$ cat src/rtl/collision_event_unit.sv
// Pairwise drawing-request collision detector with per-frame summaries and an event FIFO.
// Define CEU_FRAME_STAMP_EN to tag each queued event with an 8-bit frame number.
module collision_event_unit #(
    parameter int                           NUM_OBJ    = 8,
    parameter logic [NUM_OBJ*NUM_OBJ-1:0]   PAIR_MASK  = '1,
    parameter int                           FIFO_DEPTH = 8,
    parameter int                           IDW        = $clog2(NUM_OBJ)
) (
    input  logic                         clk,
    input  logic                         reset,
    input  logic                         startOfFrame,
    input  logic [NUM_OBJ-1:0]           dr,
    output logic [NUM_OBJ*NUM_OBJ-1:0]   collision_pulse,
    output logic [NUM_OBJ*NUM_OBJ-1:0]   frame_hits,
    output logic [NUM_OBJ-1:0]           obj_hit,
    output logic                         evt_valid,
    output logic [IDW-1:0]               evt_i,
    output logic [IDW-1:0]               evt_j,
    input  logic                         evt_pop,
    output logic                         evt_overflow
`ifdef CEU_FRAME_STAMP_EN
    ,
    output logic [7:0]                   evt_frame
`endif
);

    localparam int NP = NUM_OBJ * NUM_OBJ;
    localparam int PW = $clog2(FIFO_DEPTH);
    localparam int CW = PW + 1;
`ifdef CEU_FRAME_STAMP_EN
    localparam int SW = 8;
`else
    localparam int SW = 0;
`endif
    localparam int EW = 2 * IDW + SW;

    logic [NP-1:0]      new_hit, sel_onehot;
    logic [NP-1:0]      seen_q, seen_d, pending_q, pending_d;
    logic [NP-1:0]      pulse_q, pulse_d, frame_hits_q, frame_hits_d;
    logic [NUM_OBJ-1:0] obj_hit_q, obj_hit_d, hit_obj;
    logic               overflow_q, overflow_d;
    logic               found, push, pop;
    logic [IDW-1:0]     sel_i, sel_j;
    logic [PW-1:0]      wr_ptr_q, wr_ptr_d, rd_ptr_q, rd_ptr_d;
    logic [CW-1:0]      count_q, count_d;
    logic [EW-1:0]      fifo_q [FIFO_DEPTH];
    logic [EW-1:0]      push_entry;

    // Index i*NUM_OBJ+j grows with (i, j) lexicographically, so the first pending hit is the lowest pair.
    always_comb begin
        new_hit    = '0;
        sel_onehot = '0;
        hit_obj    = '0;
        found      = 1'b0;
        sel_i      = '0;
        sel_j      = '0;
        for (int i = 0; i < NUM_OBJ; i++) begin
            for (int j = i + 1; j < NUM_OBJ; j++) begin
                new_hit[i*NUM_OBJ+j] = dr[i] & dr[j] & PAIR_MASK[i*NUM_OBJ+j]
                                     & ~seen_q[i*NUM_OBJ+j] & ~startOfFrame;
                if (new_hit[i*NUM_OBJ+j]) begin
                    hit_obj[i] = 1'b1;
                    hit_obj[j] = 1'b1;
                end
                if (pending_q[i*NUM_OBJ+j] && !found) begin
                    found                   = 1'b1;
                    sel_i                   = IDW'(i);
                    sel_j                   = IDW'(j);
                    sel_onehot[i*NUM_OBJ+j] = 1'b1;
                end
            end
        end
    end

    always_comb begin
        push         = found && (count_q < CW'(FIFO_DEPTH));
        pop          = evt_pop && (count_q != '0);
        pulse_d      = new_hit;
        seen_d       = startOfFrame ? '0 : (seen_q | new_hit);
        obj_hit_d    = startOfFrame ? '0 : (obj_hit_q | hit_obj);
        frame_hits_d = startOfFrame ? seen_q : frame_hits_q;
        // A repeat hit on a still-pending pair is dropped rather than queued twice.
        overflow_d   = overflow_q | (|(new_hit & pending_q));
        pending_d    = (pending_q & ~(sel_onehot & {NP{push}})) | (new_hit & ~pending_q);
        wr_ptr_d     = wr_ptr_q + PW'(push);
        rd_ptr_d     = rd_ptr_q + PW'(pop);
        count_d      = count_q + CW'(push) - CW'(pop);
    end

`ifdef CEU_FRAME_STAMP_EN
    logic [7:0] frame_cnt_q, frame_cnt_d, sel_stamp;
    logic [7:0] stamp_q [NP];

    always_comb begin
        frame_cnt_d = frame_cnt_q + {7'd0, startOfFrame};
        sel_stamp   = '0;
        for (int k = 0; k < NP; k++)
            sel_stamp = sel_stamp | (stamp_q[k] & {8{sel_onehot[k]}});
        push_entry  = {sel_i, sel_j, sel_stamp};
    end

    always_ff @(posedge clk or posedge reset) begin
        if (reset) begin
            frame_cnt_q <= '0;
            for (int k = 0; k < NP; k++) stamp_q[k] <= '0;
        end else begin
            frame_cnt_q <= frame_cnt_d;
            for (int k = 0; k < NP; k++)
                if (new_hit[k] && !pending_q[k]) stamp_q[k] <= frame_cnt_q;
        end
    end

    assign evt_frame = fifo_q[rd_ptr_q][7:0];
`else
    assign push_entry = {sel_i, sel_j};
`endif

    always_ff @(posedge clk or posedge reset) begin
        if (reset) begin
            seen_q       <= '0;
            pending_q    <= '0;
            pulse_q      <= '0;
            frame_hits_q <= '0;
            obj_hit_q    <= '0;
            overflow_q   <= 1'b0;
            wr_ptr_q     <= '0;
            rd_ptr_q     <= '0;
            count_q      <= '0;
            for (int k = 0; k < FIFO_DEPTH; k++) fifo_q[k] <= '0;
        end else begin
            seen_q       <= seen_d;
            pending_q    <= pending_d;
            pulse_q      <= pulse_d;
            frame_hits_q <= frame_hits_d;
            obj_hit_q    <= obj_hit_d;
            overflow_q   <= overflow_d;
            wr_ptr_q     <= wr_ptr_d;
            rd_ptr_q     <= rd_ptr_d;
            count_q      <= count_d;
            if (push) fifo_q[wr_ptr_q] <= push_entry;
        end
    end

    assign collision_pulse = pulse_q;
    assign frame_hits      = frame_hits_q;
    assign obj_hit         = obj_hit_q;
    assign evt_overflow    = overflow_q;
    assign evt_valid       = (count_q != '0);
    assign evt_i           = fifo_q[rd_ptr_q][EW-1 -: IDW];
    assign evt_j           = fifo_q[rd_ptr_q][EW-IDW-1 -: IDW];

endmodule
$ cat config.mk
export PLATFORM = sky130hd
export DESIGN_NAME = collision_event_unit
export DESIGN_NICKNAME = d
export VERILOG_FILES = /design/src/rtl/collision_event_unit.sv
export SDC_FILE = /design/constraint.sdc
export NUM_CORES = 1
export LEC_CHECK = 0
export CAP_MARGIN = 10
export CORE_ASPECT_RATIO = 0.8
export CORE_MARGIN = 1.5
export CORE_UTILIZATION = 45
export CTS_BUF_LIST = sky130_fd_sc_hd__clkbuf_4 sky130_fd_sc_hd__clkbuf_8 sky130_fd_sc_hd__clkbuf_16
export DETAILED_ROUTE_END_ITERATION = 10
export GPL_ROUTABILITY_DRIVEN = 0
export GPL_TIMING_DRIVEN = 0
export PLACE_DENSITY = 0.75
export SYNTH_ARGS = -nofsm -noshare
export SYNTH_HDL_FRONTEND = slang
export SYNTH_SLANG_ARGS = --single-unit
$ cat constraint.sdc
create_clock -name clk -period 6.7 [get_ports clk]
set_input_delay 1.675 -clock clk [delete_from_list [all_inputs] [get_ports clk]]
set_output_delay 1.675 -clock clk [all_outputs]
set_load 0.05 [all_outputs]
==> impl_results.md <==
* Post-synthesis register bit count at 179
* Synth Flop Type: dfrtp_1
* # clock sinks at approximately 180
* I/O pins at ~160
* Most common cell after layout, fill and taps aside: dfrtp_1
* Hold Vio Cnt, Final at 0
* Hold_sp: fifo_q[9]
* Slowest library cell on the worst path: buf_1
* Antenna violations before repair at 0
* Worst hold endpoint: fifo_q[9]
* Worst Tran Pin Value at around 1.2 ns
* Worst Setup End Kind: primary output
* FF-to-FF setup slack at approximately 3.8 ns
* Hold path depth at 2
* FMAX at ~0.20 GHz
* Worst min-delay path class: flip-flop to flip-flop
* CP cell instances: buf_1 > mux4_2 > mux2_2 > clkdlybuf4s50_1
* Die area at between 15000 and 20000 um2
* Final setup viols at 0
* Startpoint types: flip-flop
* Final worst-path cycle share at 73.44%
* Commonest non-fill, non-tap cells in the layout: 179 x dfrtp_1, 82 x clkdlybuf4s50_1, 72 x buf_4, 72 x conb_1, 70 x nor2_1
* Post-synth EDFFs at 0
* Via density at around 5.3
* Core region area at roughly 18000 um2
* Residual DRC at 0
* Worst endpoint required time at between 5 and 6 ns
* Starting density of the core at a little under half
* Crit-path max FO at 10
* Number of global-route vias before repair at between 5000 and 6000
* Crit path DAT at around 3.3 ns
* Pins Over Slew Limit at 0
* Setup bufs post-CTS at 0
* YS warnings at 0
* H-tree depth at 4
* Worst R2R End: count_q[1]
* Clock skew at 0.009539 ns
* Longest Clk Path Bufs at 2
* Asr flop ratio synth at 100.0%
* Resized cells post-CTS at 0
* Max incr delay on CP at approximately 0.7 ns
* Largest net degree at the start of global routing at 100
* Post-synth cell types at 66
* Cells on worst reg2reg path at 10
* Ant diodes at 0
* Nets at approximately 930
* Post-route antenna net violation count at 0
* Hold buffer count at CTS at 0
* Wire per inst at approximately 17 um
* First-pass detailed-route iteration total at 5
* CTS tree: yes
* Reg2Reg Launch Point: pending_q[23]
* Unrepaired setup endpoints after global routing: no
* FP Rows at 44
* Total grt overflow at 0
* Area grow syn2layout at 23.97%
* Chip width at ~150 um
* Pwr Density at between 300 and 400 nW/um2
* CTS Buf Count at 17
* Vias at roughly 6100
* Cells after Synth at 730
* Overall routing resource usage at a little over a fifth
* First-pass GRT wire length at between 30000 and 40000 um
* Status: finished clean
* Clk slew on worst S/H paths at 0.07 ns
* CTS Root Cell: clkbuf_16
* WL final at about 20000 um
* Die Ht at 124.4 um
* IO buf count at 82
* First DRT Iteration DRCs at 526
* Worst rel slew slack at between 20% and 30%
* Power Total at 3.538 mW
* Crit Path Class: flip-flop to primary output
* Post-synthesis sequential area ratio at a little over half
* Share of cells above drive strength 1 at about a fifth
* Max-cap check violation count at 0
* Mean post-synth cell area at 11.35 um2
* Leak pwr at roughly 4.7 nW
* Post-layout min period at between 4 and 5 ns
* Peak VDD IR at 0.1355 mV
* Post-DP HPWL at about 14000 um
* Min Hold Slack at 0.4795 ns
* Clk_lat worst skew at between 0.4 and 0.5 ns
* Cell Area, Synth at 8284 um2
[synthesized netlist by cell type, types with 3 or more instances]
cell | instances | area, um2
a2bb2oi_1 | 5 | 43.79
buf_6 | 3 | 33.78
inv_2 | 3 | 11.26
dfrtp_1 | 179 | 4479
nor3_2 | 3 | 30.03
buf_4 | 72 | 540.5
a22o_1 | 3 | 26.28
nand2b_1 | 7 | 43.79
nor3b_1 | 27 | 202.7
nor2b_1 | 4 | 25.02
nor3_1 | 11 | 55.05
a21o_1 | 13 | 97.59
inv_1 | 21 | 78.83
nor4_1 | 19 | 118.9
a211oi_1 | 3 | 22.52
mux4_2 | 12 | 270.3
nand4_1 | 5 | 31.28
a221oi_1 | 3 | 26.28
nand3_1 | 4 | 20.02
a31oi_1 | 14 | 87.58
o32a_1 | 3 | 30.03
buf_1 | 4 | 15.01
o21ai_1 | 6 | 30.03
nand4_2 | 4 | 50.05
ha_1 | 9 | 112.6
or3_1 | 7 | 43.79
o21ai_0 | 25 | 125.1
a22oi_1 | 6 | 45.04
nand3b_2 | 4 | 45.04
xor2_1 | 3 | 26.28
nor2_1 | 70 | 262.8
clkbuf_1 | 16 | 60.06
nand2_1 | 37 | 138.9
mux2_2 | 40 | 450.4
a21oi_1 | 46 | 230.2
[registers in the layout (all words and copies together), names as in the netlist]
| name | count |
|---|---|
| frame_hits | 28 |
| wr_ptr_q | 3 |
| count_q | 4 |
| rd_ptr_q | 3 |
| pending_q | 28 |
| collision_pulse | 28 |
| evt_overflow | 1 |
| obj_hit | 8 |
| seen_q | 28 |
| fifo_q | 48 |
[layer usage]
metal / wire length, um / GRT usage [%] / share of wire (%)
met1: 9172 / 32.26 / 46
met2: 8727 / 32.14 / 44
met3: 1614 / 5.567 / 8.2
met4: 274 / 6.674 / 1.4
met5: 0 / 0 / 0
[worst max-delay path: cells and delay by family, from the launching register on]
family	cells	cell delay, ns
buffers and inverters	2	1.40
flip-flops	1	0.50
multiplexers	2	0.90
[power by group]
group	switching, mW	total (mW)	internal, mW
clock	0.436	0.978	0.542
sequential	0.122	1.38	1.25
combinational	0.728	1.18	0.457
[cell families after synthesis]
kind of cell	synth area share, %
other	0.04527
buffers and inverters	9.047
multiplexers	9.183
adder cells (fa/ha/maj)	1.601
XOR/XNOR	0.4230
AND/OR/NAND/NOR	14.97
flip-flops	54.07
AO/OA/AOI/OAI	10.66
[area by class of cell]
class                   count  area, um2
inverters                  24      97.59
repair buffers             83      848.3
well taps                 230      287.8
flip-flops and latches    179       4479
clock inverters            11      115.1
plain buffers              97      659.4
multi-input cells         501       3322
clock buffers              20      460.4
fillers                  1536       7843
[worst max path at each step]
stage | startpoint | end | slack [ns] | cells past startpoint
final | rd_ptr_q[0] | evt_i[2] | 1.78 | 4
after global routing | rd_ptr_q[0] | evt_i[2] | 1.58 | 4
after CTS | rd_ptr_q[0] | evt_i[2] | 1.72 | 4
after detailed placement | rd_ptr_q[0] | evt_i[2] | 2.19 | 4
after global placement | reset | fifo_q[1] | -2.09 | 2
after floorplan | reset | collision_pulse[10] | 0.17 | 1
[stage by stage]
stage	setup slack, ns	instances	setup TNS [ns]	utilization (%)	area [um2]
2_1_floorplan	0.1664	801	0	-	8551
3_3_place_gp	-2.091	1113	-372.05	53.33	9659
3_5_place_dp	2.193	1114	0	53.52	9694
4_1_cts	1.720	1145	0	56.70	10270
5_1_grt	1.580	1145	0	56.70	10270
6_report	1.779	1145	0	56.70	10270
Power figures use the tool's default switching activity.
==> RTL edit: new RTL, same flow settings <==
Add a define of `CEU_FRAME_STAMP_EN`.
--- a/src/rtl/collision_event_unit.sv
+++ b/src/rtl/collision_event_unit.sv
@@ -2,2 +2,4 @@
 // Define CEU_FRAME_STAMP_EN to tag each queued event with an 8-bit frame number.
+`define CEU_FRAME_STAMP_EN
+
 module collision_event_unit #(
Check against the original RTL (old outputs only; new: evt_frame): no difference found for any inputs over 4 cycles, from zero or initial values and one cycle with reset high; that may be too few to reach the edited logic, so the function may still have changed.
==> RTL edit against the original RTL <==
- sequential share of layout area increased by 2.3 points
- wire length increased to 3.2 times the old value
- setup slack got worse by 0.82 ns
- design area increased to 2.5 times the old value
- sequential cell count increased by 296
- total power increased to 2.9 times the old value
- global-route usage increased by 3.3 points
- area after synthesis increased to 2.6 times the old value
==> RTL edit: results (changes against the original RTL) <==
[critical_path]
cpPeakStageDelay_ns=0.85  ; was 0.70 ns
cp.arrival_ns=4.06  ; was 3.25 ns
slowest_stage=buf_1  ; unchanged

[clocking]
numCtsBuffers=50  ; was 17
clock_path_buffers=3  ; was 2
clkLatencyLatePin_ns=0.59  ; was 0.44 ns
cts_max_level=2  ; was 4

[synth]
synth-xor-area-share_pct=0.399  ; was 0.423%
synth_fa_ha_area_share_pct=0.719  ; was 1.60%
synth_seq_area_share_pct=54.2  ; was 54.1%
synth_top_cells_by_area=dfrtp_1, mux2_2, mux4_2  ; was dfrtp_1, buf_4, mux2_2
synth_compound_area_share_pct=9.77  ; was 10.7%
ys_types=76  ; was 66
synthMuxAreaShare_pct=18.7  ; was 9.18%
syn_area_per_cell_um2=12.2  ; was 11.3 um2

[power_and_ir_drop]
leakagePower_nw=11.6  ; was 4.67 nW
peakVddDrop_mv=0.197  ; was 0.135 mV
pg_comb_mw=3.51  ; was 1.18 mW
p_int_mw=6.60  ; was 2.25 mW

[placed_design]
place_ws_ns=1.53  ; was 2.19 ns
port_buffers=90  ; was 82
placed_area_mm2=0.0242  ; was 0.00969 mm2
dp_cells=2608  ; was 1114

[grt]
grt_use_met1_pct=35.8  ; was 32.3%
grt_usage_pct=25.3  ; was 22.0%
grt_first_pass_wirelength_um=98400  ; was 32700 um
antenna_found_initial=0  ; unchanged
grt_max_degree=45  ; was 100
use_met2_pct=37.7  ; was 32.1%
grt_overflow=0  ; unchanged
met3_usage_pct=6.03  ; was 5.57%

[sta]
finalClockSkew_ns=0.0207  ; was 0.00954 ns
relSlewSlack_pct=9.32  ; was 22.5%

[detailed_routing]
dr_wl_met3_um=6360  ; was 1610 um
drt-met1-wl_um=25900  ; was 9170 um
drt_iter0_drc=1986  ; was 526
via_count=16100  ; was 6107
first_pass_iters=6  ; was 5
wl_um=62700  ; was 19800 um
wl_met2_um=28100  ; was 8730 um

[finish]
nets=2059  ; was 925
final_cells=2703  ; was 1145
fillers=3935  ; was 1536
final_layout_size_suffix_gt1_share_pct=28.1  ; was 20.5%

[outcome]
status=complete, no violations  ; unchanged

==> RTL edit: path summary, 6_finish.rpt <==
check                                             end               startpoint  cells past startpoint  slack, ns
max                                      evt_frame[5]    rd_ptr_q[0]$_DFF_PP0_                      5       0.96
min                            fifo_q[22]$_DFFE_PP0P_   fifo_q[22]$_DFFE_PP0P_                      2       0.48
max reg2reg                      count_q[1]$_DFF_PP0_  pending_q[46]$_DFF_PP0_                     10       2.80
min reg2reg                    fifo_q[22]$_DFFE_PP0P_   fifo_q[22]$_DFFE_PP0P_                      2       0.48
max in group asynchronous       fifo_q[1]$_DFFE_PP0P_                    reset                      8       3.41
min in group asynchronous  frame_hits[15]$_DFFE_PP0P_                    reset                      2       1.45
==> RTL edit: cell type report <==
cell class	count	share of cell area [%]
sequential	475	45.9
multi-input combinational	1163	35.1
clock buffer	78	6.08
timing repair buffer	110	4.66
buffer	213	4.46
tap	629	3.04
clock inverter	13	0.396
inverter	22	0.334
